$ cat src/rtl/apb_regfile.sv
// apb_regfile: APB slave exposing REG_COUNT read/write registers with
// optional ACCESS-phase wait states and per-register write-commit strobes.
// Optional feature macro: APB_REGFILE_PSTRB_EN adds s_apb_pstrb byte-lane
// write enables; without it every write updates the full word.
module apb_regfile #(
  parameter int unsigned ADDR_WIDTH  = 32,
  parameter int unsigned DATA_WIDTH  = 32,
  parameter int unsigned REG_COUNT   = 4,
  parameter int unsigned WAIT_STATES = 0
) (
  input  logic                            s_apb_aclk,
  input  logic                            s_apb_aresetn,
  input  logic [ADDR_WIDTH-1:0]           s_apb_paddr,
  input  logic                            s_apb_psel,
  input  logic                            s_apb_penable,
  input  logic                            s_apb_pwrite,
  input  logic [DATA_WIDTH-1:0]           s_apb_pwdata,
`ifdef APB_REGFILE_PSTRB_EN
  input  logic [DATA_WIDTH/8-1:0]         s_apb_pstrb,
`endif
  output logic [DATA_WIDTH-1:0]           s_apb_prdata,
  output logic                            s_apb_pready,
  output logic                            s_apb_pslverr,
  output logic [REG_COUNT*DATA_WIDTH-1:0] reg_q,
  output logic [REG_COUNT-1:0]            reg_wr_pulse
);

  localparam int unsigned NBYTES = DATA_WIDTH / 8;
  localparam int unsigned OFFS   = (NBYTES > 1) ? $clog2(NBYTES) : 0;
  localparam int unsigned IDXW   = (REG_COUNT > 1) ? $clog2(REG_COUNT) : 1;
  localparam int unsigned CMPW   = ADDR_WIDTH + 10;
  localparam int unsigned WCW    = 4;
  localparam logic [ADDR_WIDTH-1:0] OFFS_MASK = ADDR_WIDTH'((64'd1 << OFFS) - 64'd1);

  typedef enum logic [1:0] {
    IDLE   = 2'd0,
    SETUP  = 2'd1,
    ACCESS = 2'd2
  } state_t;

  state_t                  state;
  state_t                  state_nxt;
  logic [WCW-1:0]          wait_cnt;
  logic [WCW-1:0]          wait_cnt_nxt;
  logic [ADDR_WIDTH-1:0]   idx_full;
  logic [IDXW-1:0]         idx;
  logic [NBYTES-1:0]       wstrb;
  logic                    valid;
  logic                    ready;
  logic                    commit;
  logic [DATA_WIDTH-1:0]   rdata;

  // Address decode: word index plus alignment/range check.
  assign idx_full = s_apb_paddr >> OFFS;
  assign idx      = IDXW'(idx_full);
  assign valid    = ((s_apb_paddr & OFFS_MASK) == '0) &&
                    (CMPW'(idx_full) < CMPW'(REG_COUNT));

`ifdef APB_REGFILE_PSTRB_EN
  assign wstrb = s_apb_pstrb;
`else
  assign wstrb = '1;
`endif

  // Completion is gated by reset so nothing leaks out while held in reset.
  assign ready  = s_apb_aresetn && (state == ACCESS) && s_apb_psel &&
                  s_apb_penable && (wait_cnt == WCW'(WAIT_STATES));
  assign commit = ready && s_apb_pwrite && valid;

  assign s_apb_pready  = ready;
  assign s_apb_pslverr = ready && !valid;
  assign s_apb_prdata  = rdata;

  // Read mux: only a valid completing read drives data, else zero.
  always_comb begin
    rdata = '0;
    if (ready && !s_apb_pwrite && valid) begin
      for (int i = 0; i < int'(REG_COUNT); i++) begin
        if (idx == IDXW'(i)) rdata = reg_q[i*DATA_WIDTH +: DATA_WIDTH];
      end
    end
  end

  // Next-state and wait-counter logic; psel low anywhere aborts to IDLE.
  always_comb begin
    state_nxt    = state;
    wait_cnt_nxt = '0;
    case (state)
      IDLE: begin
        if (s_apb_psel && !s_apb_penable) state_nxt = SETUP;
      end
      SETUP: begin
        state_nxt = s_apb_psel ? ACCESS : IDLE;
      end
      ACCESS: begin
        if (!s_apb_psel) begin
          state_nxt = IDLE;
        end else if (ready) begin
          state_nxt = (s_apb_psel && !s_apb_penable) ? SETUP : IDLE;
        end else begin
          // Saturate so a stalled penable can never wrap past the target.
          wait_cnt_nxt = (wait_cnt == WCW'(WAIT_STATES)) ? wait_cnt : wait_cnt + WCW'(1);
        end
      end
      default: state_nxt = IDLE;
    endcase
  end

  // FSM state and wait counter registers.
  always_ff @(posedge s_apb_aclk) begin
    if (!s_apb_aresetn) begin
      state    <= IDLE;
      wait_cnt <= '0;
    end else begin
      state    <= state_nxt;
      wait_cnt <= wait_cnt_nxt;
    end
  end

  // Register storage with byte-lane write and one-cycle commit strobe.
  always_ff @(posedge s_apb_aclk) begin
    if (!s_apb_aresetn) begin
      reg_q        <= '0;
      reg_wr_pulse <= '0;
    end else begin
      reg_wr_pulse <= '0;
      if (commit) begin
        for (int i = 0; i < int'(REG_COUNT); i++) begin
          if (idx == IDXW'(i)) begin
            reg_wr_pulse[i] <= 1'b1;
            for (int b = 0; b < int'(NBYTES); b++) begin
              if (wstrb[b]) reg_q[i*DATA_WIDTH + b*8 +: 8] <= s_apb_pwdata[b*8 +: 8];
            end
          end
        end
      end
    end
  end

endmodule

$ cat config.mk
export PLATFORM = sky130hd
export DESIGN_NAME = apb_regfile
export DESIGN_NICKNAME = d
export VERILOG_FILES = /design/src/rtl/apb_regfile.sv
export SDC_FILE = /design/constraint.sdc
export NUM_CORES = 1
export LEC_CHECK = 0
export ABC_AREA = 0
export CAP_MARGIN = 20
export CELL_PAD_IN_SITES_DETAIL_PLACEMENT = 1
export CELL_PAD_IN_SITES_GLOBAL_PLACEMENT = 1
export CORE_MARGIN = 2
export CORE_UTILIZATION = 30
export CTS_BUF_LIST = sky130_fd_sc_hd__clkbuf_8 sky130_fd_sc_hd__clkbuf_16
export DETAILED_ROUTE_END_ITERATION = 8
export PLACE_DENSITY_LB_ADDON = 0.2
export SETUP_SLACK_MARGIN = 0.4
export SLEW_MARGIN = 20
export SYNTH_ARGS = -nofsm -noshare
export SYNTH_HDL_FRONTEND = slang
export SYNTH_SLANG_ARGS = --single-unit
$ cat constraint.sdc
create_clock -name s_apb_aclk -period 2.7 [get_ports s_apb_aclk]
set_clock_uncertainty 0.15 [all_clocks]
set_input_delay 0.675 -clock s_apb_aclk [delete_from_list [all_inputs] [get_ports s_apb_aclk]]
set_output_delay 0.675 -clock s_apb_aclk [all_outputs]
set_load 0.005 [all_outputs]
==> reports/results.tsv <==
metric	value	unit
vdd_drop_max	391	uV
worst-setup-path-type	primary input to output port	
start_kind	primary input	
grt.overflow.total	0	
report.final.slew_viol_count	0	
gp_routability_congestion	0.768	
min_period	3310	ps
rows	52	
violations	setup timing	
initial_utilization	30.7	%
clockBufferDepth	2	
cts_root_buffer	clkbuf_16	
syn-num-nets	651	
ys.warnings.count	0	
syn-cell-area	0.00626	mm^2
nets	962	
worstReg2RegEnd	reg_q[87]$_SDFFE_PN0P_	
die_x	148	um
core	0.0204	mm^2
routed_wl	24000	um
ys_seq_area_share	44.2	%
gr-usage-met2	38.0	%
drc	0	
clk_latency	430	ps
hold_start	reg_q[28]$_SDFFE_PN0P_	
drive_gt1_share	30.3	%
maxSlewHeadroom	43.9	%
vias	5601	
most-common-layout-cells	clkdlybuf4s50_1 (165), nand2_1 (162), dfxtp_1 (136), mux2i_1 (123), buf_2 (44)	
fill_cells	2136	
whs	327	ps
hold_class	register to register	
hold_viol	0	
postRouteAntennaNets	0	
first_iter_violations	191	
cts_buffers	17	
path_clk_slew	60	ps
antenna_found_initial	1	
critPathRequiredTime	1880	ps
grt_max_degree	86	
fmax	302	MHz
synthCells	580	
grt_pass1_wl	36200	um
cts_hold_buf	0	
viasPerCell	4.77	
rsz0062_at_grt	yes	
syn_area_per_cell	10.8	um^2
reg2reg_from	wait_cnt[1]$_SDFFE_PP0P_	
clkSinkCount	138	
setup_viol	165	
tns	-44250	ps
grt_pass1_vias	6058	
dp_hpwl	15100	um
ys_seq_elements	138	
crit_fanout	6	
routedWlPerCell	20.4	um
post_synth_num_cell_types	29	
die_area	0.0220	mm^2
ff2ff_setup_slack	-290	ps
cts_tree	done	
arrival	2490	ps
final_common_cell	clkdlybuf4s50_1	
hold_depth	2	
power.density	446	mW/mm^2
io_pins	235	
maxCapViolations	0	
globalRouteTotalUtil	21.7	%
p_total	4.88	mW
htreeDepth	4	
area.growth.synth_to_final	74.9	%
cp-end-kind	output port	
numPortBuffers	234	
fin_crit_sh	123	%
ff2ff_path_depth	18	
drtPass1Iterations	4	
min_to	reg_q[28]$_SDFFE_PN0P_	
die_h	148	um
fin_ws	-610	ps
worst_pin_slew	842	ps
status	complete, but fails checks	
grtUsageMet3	4.36	%
gr-max-usage-layer	met2	
p_leak	3.96	nW
met1_usage	26.5	%
-- what timing repair did --
item,4_1_cts,5_1_grt
cloned,16,0
setup endpoints to repair,163,166
setup buffers,39,5
gates resized for setup,307,21
pin swaps,17,5
-- stage by stage --
stage / util (%) / setup WS [ps] / instance area [um^2] / instances
finish: 53.7 / -610 / 10900 / 1175
global route: 53.7 / -689 / 10900 / 1175
CTS: 53.1 / -596 / 10800 / 1169
detailed placement: 45.6 / -1160 / 9280 / 1082
global placement: 45.6 / -1130 / 9280 / 1082
floorplan: - / -186 / 6440 / 580
-- registers in the layout (all words and copies together), names as in the netlist --
register / count
reg_q: 128
wait_cnt: 4
reg_wr_pulse: 4
state: 2
-- kinds of logic after synthesis --
kind of cell | Yosys count | share of synthesized area, %
muxes | 162 | 32.3
xor gates and xnor gates | 2 | 0.280
DFF | 138 | 44.2
and+or+nand+nor | 230 | 18.4
adders and majority gates | 2 | 0.400
AOI/OAI and AO/OA | 1 | 0.0799
buffers and inverters | 45 | 4.34
-- Yosys cell counts --
| library cell | number | area, um^2 |
|---|---|---|
| a21oi_1 | 1 | 5.00 |
| and4bb_2 | 1 | 12.5 |
| buf_1 | 3 | 11.3 |
| buf_2 | 4 | 20.0 |
| buf_4 | 2 | 15.0 |
| buf_6 | 12 | 135 |
| clkbuf_1 | 21 | 78.8 |
| dfxtp_1 | 138 | 2760 |
| ha_1 | 2 | 25.0 |
| inv_1 | 3 | 11.3 |
| mux2i_1 | 130 | 1300 |
| mux4_2 | 32 | 721 |
| nand2_1 | 162 | 608 |
| nand2b_1 | 1 | 6.26 |
| nand3_1 | 2 | 10.0 |
| nand3b_1 | 2 | 15.0 |
| nand4_2 | 1 | 12.5 |
| nand4_4 | 1 | 21.3 |
| nand4b_2 | 1 | 15.0 |
| nor2_1 | 10 | 37.5 |
| nor2b_1 | 33 | 206 |
| nor3_1 | 2 | 10.0 |
| nor3b_1 | 1 | 7.51 |
| nor4_1 | 1 | 6.26 |
| nor4_2 | 7 | 87.6 |
| nor4_4 | 4 | 85.1 |
| or4_4 | 1 | 11.3 |
| xnor2_1 | 1 | 8.76 |
| xor2_1 | 1 | 8.76 |
-- worst max-delay path by stage --
stage                                   to  slack, ps                startpoint  cells after the start
after global placement    s_apb_prdata[13]      -1130           s_apb_paddr[16]                      7
final                     s_apb_prdata[24]       -610            s_apb_paddr[0]                      9
after floorplan           s_apb_prdata[10]       -190           s_apb_paddr[16]                      5
after global routing      s_apb_prdata[31]       -690  wait_cnt[1]$_SDFFE_PP0P_                     10
after CTS                 s_apb_prdata[12]       -600  wait_cnt[1]$_SDFFE_PP0P_                     10
after detailed placement   s_apb_prdata[0]      -1160           s_apb_paddr[16]                      7
-- layer usage --
| layer | routed length, um | up-vias | share of wire (%) |
|---|---|---|---|
| met5 | 0 | - | 0 |
| met4 | 648 | 0 | 2.7 |
| met3 | 1020 | 29 | 4.3 |
| met2 | 12200 | 181 | 51 |
| met1 | 10200 | 2762 | 42 |
| li1 | - | 2629 | - |
-- where the power goes --
| group | internal, mW | total [mW] | switching (mW) |
|---|---|---|---|
| registers | 2.04 | 2.04 | 0.000614 |
| clock network | 1.64 | 2.58 | 0.939 |
| logic | 0.125 | 0.265 | 0.140 |
| total | 3.80 | 4.88 | 1.08 |
-- worst max-delay path: stages --
cell	delay (ps)
clkdlybuf4s15_1	200
nor4_4	300
nand4_2	190
or4_4	500
buf_12	160
buf_6	110
buf_12	150
nor2b_4	100
buf_2	110
-- layout make-up --
type                    instances  area, um^2  share of cell area, %
clock inverters                15         221                   2.02
diodes                          1        2.50                 0.0229
multi-input cells             397        3590                   32.8
inverters                       3        11.3                  0.103
flip-flops and latches        138        2770                   25.3
repair buffers                334        3590                   32.8
well taps                     270         338                   3.09
clock buffers                  17         425                   3.89
Power figures use the tool's default switching activity.
==> variant 1: new RTL, config.mk and constraints unchanged <==
Register the output `s_apb_pslverr`, without a reset; this adds one clock of latency there. The other outputs are not delayed to match.
--- a/src/rtl/apb_regfile.sv
+++ b/src/rtl/apb_regfile.sv
@@ -70,3 +70,5 @@
   assign s_apb_pready  = ready;
-  assign s_apb_pslverr = ready && !valid;
+  always_ff @(posedge s_apb_aclk) begin
+    s_apb_pslverr <= ready && !valid;
+  end
   assign s_apb_prdata  = rdata;
Check against the original RTL: not equivalent (a bounded check fails within 4 cycles, from zero or initial values and one cycle with s_apb_aresetn low).
==> variant 1 against the unedited design <==
  * The flow still finishes with violations (negative setup slack)
  * Area after synthesis up 0.32%
  * Core utilization decreased by 1.7 points
  * Via count is 1.2% higher
  * Routed wire length is 0.79% higher
  * Total power decreased by 6.6%
  * Cell count shrank 1.2%
  * Sequential cell count grew 1
  * Die area grew 0.31%
  * Design area down 3.2%
  * Setup slack worse by 0.13 ns
==> variant 1: results (changes against the unedited design) <==
status: "finished, violations left"
failed_checks: "negative setup slack"
setup_viol: 32  # -81%
final_nets: 949  # -1.4%
clkLatencyLatePin_ns: 0.41  # -0.02 ns
drt-total-wl_mm: 24.2  # +0.79%
post_cts_buffers: 26  # -33%
max_slew.worst_pin.slew_ns: 0.641  # -0.201 ns
wl_met1_mm: 9.78  # -3.8%
antenna_found_initial: 0  # -1
grt_max_degree: 107  # +24%
dpl.hpwl_mm: 15.9  # +5.1%
fillCellCount: 2147  # +0.51%
setup_slack_ns: -0.744  # -0.134 ns
setup_tns_ns: -18.46  # +25.80 ns
diodes: 0  # -1
numPlacedInstances: 1084  # +0.18%
place_congestion: 0.801  # +4.3%
ys_seq_area_share_pct: 44.3  # +0.18 points
gr-usage-met1_pct: 25.4  # -1.1 points
regToRegEndpoint: "reg_q[118]"
ir_worst_vdd_v: 0.000358  # -8.5%
whs_endpoint: "reg_q[106]"
rrSetupSlack_ns: 0.19  # +0.48 ns
gr-usage-all-layers_pct: 21.6  # -0.16 points
place_area_um2: 9290  # about the same
leakage_nw: 3.77  # -4.8%
yosys-top-cells-count: "nand2_1, dfxtp_1, mux2i_1, nor2b_1, mux4_2"
crit_end: "s_apb_prdata[18]"
syn_nets: 652  # +0.15%
synth_area_leaders: "dfxtp_1, mux2i_1, mux4_2, nand2_1, nor2b_1"
seq_area_um2: 2790  # +0.72%
min_from: "reg_q[106]"
grt_util_met3_pct: 5.77  # +1.4 points
drt_iter0_drc: 237  # +24%
grt_util_met2_pct: 38.4  # +0.39 points
whs_ns: 0.321  # -0.00650 ns
netSwitchingFraction_pct: 24.0  # +1.9 points
synth.avg_cell_area_um2: 10.8  # +0.15%
[variant 1: cell count changes in the layout (fill, tap and decap cells not counted), sizes merged, moves of 2 or more]
cell	unedited run	this run
clkinvlp	2	5
clkinv	2	4
bufinv	5	1
inv	9	7
buf	149	109
dlygate4sd2	10	5
clkbuf	17	36
clkdlybuf4s15	10	21
[variant 1: logic make-up after synthesis]
logic type	count (synthesis)	synth area share [%]
AOI/OAI and AO/OA	1	0.0797
and+or+nand+nor	230	18.4
muxes	162	32.2
adders and majority gates	2	0.399
buffers and inverters	45	4.33
DFF	139	44.3
xor gates and xnor gates	2	0.279
[variant 1: area by class of cell]
type / count / area share, %
Clock buffer: 18 / 4.15
Sequential cell: 139 / 26.3
Tap cell: 270 / 3.19
Clock inverter: 14 / 1.17
Inverter: 3 / 0.130
Timing Repair Buffer: 320 / 32.2
Multi-Input combinational cell: 397 / 32.8
[variant 1: worst max-delay path: cells and delay by family]
kind                   cells  cell delay, ns
AND/OR/NAND/NOR            4            1.20
buffers and inverters      6            0.74
==> variant 2: new RTL, same settings <==
Without the edit above. Change the parameter `ADDR_WIDTH` from 32 to 16.
--- a/src/rtl/apb_regfile.sv
+++ b/src/rtl/apb_regfile.sv
@@ -5,3 +5,3 @@
 module apb_regfile #(
-  parameter int unsigned ADDR_WIDTH  = 32,
+  parameter int unsigned ADDR_WIDTH  = 16,
   parameter int unsigned DATA_WIDTH  = 32,
Interface: changed (resized s_apb_paddr); port bits go from 235 to 219. No check against the original RTL was run, so the function may have changed too.
==> variant 2 against the unedited design <==
  * The flow still finishes with violations (negative setup slack)
  * Via count decreased by 2.5%
  * Sequential cell count did not move
  * Routed wire length down 3.8%
  * Design area is 7.7% lower
  * Area after synthesis decreased by 1.4%
  * Setup slack lost 0.37 ns
  * Total power is 5.4% lower
  * Non-clock buffer count shrank 44
  * Largest cell class is now multi-input combinational cells
  * Highest routed layer is now met5
==> variant 2: results (changes against the unedited design) <==
status: "finished, violations left"
failed_checks: "negative setup slack"
regToRegEndpoint: "reg_q[52]"
place_area_um2: 8790  # -5.3%
synth_compound_gate_area_share_pct: 0.243  # +0.16 points
synth_xor_area_share_pct: 0.284  # +0.0040 points
numPlacedInstances: 1051  # -2.9%
gr-usage-met1_pct: 24.7  # -1.7 points
ir_worst_vdd_v: 0.000404  # +3.5%
power_clock_mw: 2.34  # -9.3%
yosys-top-cells-count: "nand2_1, dfxtp_1, mux2i_1, mux4_2, nor2b_1"
max_slew.worst_pin.slew_ns: 0.654  # -0.187 ns
wl_met3_mm: 1.28  # +25%
setup_slack_ns: -0.984  # -0.374 ns
crit_end: "s_apb_prdata[22]"
synth_area_leaders: "dfxtp_1, mux2i_1, mux4_2, nand2_1, nor2b_1"
drive_gt1_share_pct: 24.6  # -5.7 points
place_congestion: 0.765  # -0.35%
muxShareOfSynthArea_pct: 32.6  # +0.30 points
grt_pass1_wl_mm: 33.7  # -7.0%
drt_iter0_drc: 163  # -15%
cp_data_arrival_time_ns: 2.86  # +0.37 ns
vias: 5460  # -2.5%
gr-usage-all-layers_pct: 20.1  # -1.6 points
wl_per_cell_um: 20.5  # +0.34%
leakage_nw: 3.54  # -11%
setup_viol: 54  # -67%
cp_max_fo: 4  # -2
timing.rr.start: "state[0]"
dr_wl_met2_mm: 11.8  # -2.7%
synthCells: 575  # -0.86%
antenna_found_initial: 2  # +1
grt_max_degree: 101  # +17%
grt_util_met3_pct: 4.94  # +0.58 points
drt-total-wl_mm: 23.1  # -3.8%
r2r_cells: 9  # -9
rrSetupSlack_ns: 0.19  # +0.48 ns
dpl.hpwl_mm: 13.9  # -7.7%
cp-startpoint: "s_apb_paddr[1]"
wl_met1_mm: 9.61  # -5.5%
whs_endpoint: "reg_q[27]"
grt_util_met2_pct: 35.4  # -2.7 points
p_switching_mw: 1.08  # about the same
==> variant 2: cell types whose count changed after synthesis, moves of 2 or more <==
cell and delta:
buf_4 -2, buf_2 -3, a21oi_1 +2, nand2_1 +3
nor2_1 -3, or4_1 +2, buf_6 +4, nor4_2 -7
nor4_1 +3
==> variant 2: logic make-up (layout without fill, tap and decap cells) <==
logic type,Yosys count,in the layout
buffers and inverters,44,324
other,0,1
AND/OR/NAND/NOR,225,225
XOR/XNOR,2,2
flip-flops,138,138
AO/OA/AOI/OAI,3,3
adder cells (fa/ha/maj),2,2
multiplexers,161,161
==> variant 2: worst max-delay path, cell delays in order <==
cell	delay [ns]
buf_6	0.09
or4_4	0.52
or4_4	0.45
or4_4	0.47
buf_12	0.15
buf_12	0.12
buf_16	0.14
nor2b_1	0.11
buf_2	0.13
==> variant 2: area by class of cell <==
class / instances / area, um2
Antenna cell: 1 / 2.50
Clock buffer: 18 / 439
Clock inverter: 14 / 145
Fill cell: 2164 / 10100
Inverter: 2 / 7.51
Multi-Input combinational cell: 393 / 3310
Sequential cell: 138 / 2770
Tap cell: 270 / 338
Timing Repair Buffer: 290 / 3090
==> variant 2: repair_timing <==
item | in CTS | in global routing
setup buffers | 18 | 4
setup endpoints to repair | 168 | 167
cloned | 10 | 10
gates resized for setup | 197 | 33
pin swaps | 3 | 2
==> variant 2: per-stage QoR <==
step	utilization [%]	TNS [ns]	power [mW]	setup WS [ns]	hold WS (ns)
finish	49.9	-31.49	4.62	-0.984	0.324
global route	49.9	-35.73	4.77	-1.03	0.348
CTS	48.1	-30.70	4.65	-0.972	0.327
detailed placement	43.4	-115.21	2.32	-1.56	0.313
global placement	43.4	-110.38	2.31	-1.53	0.304
floorplan	-	-24.73	2.19	-0.696	0.282
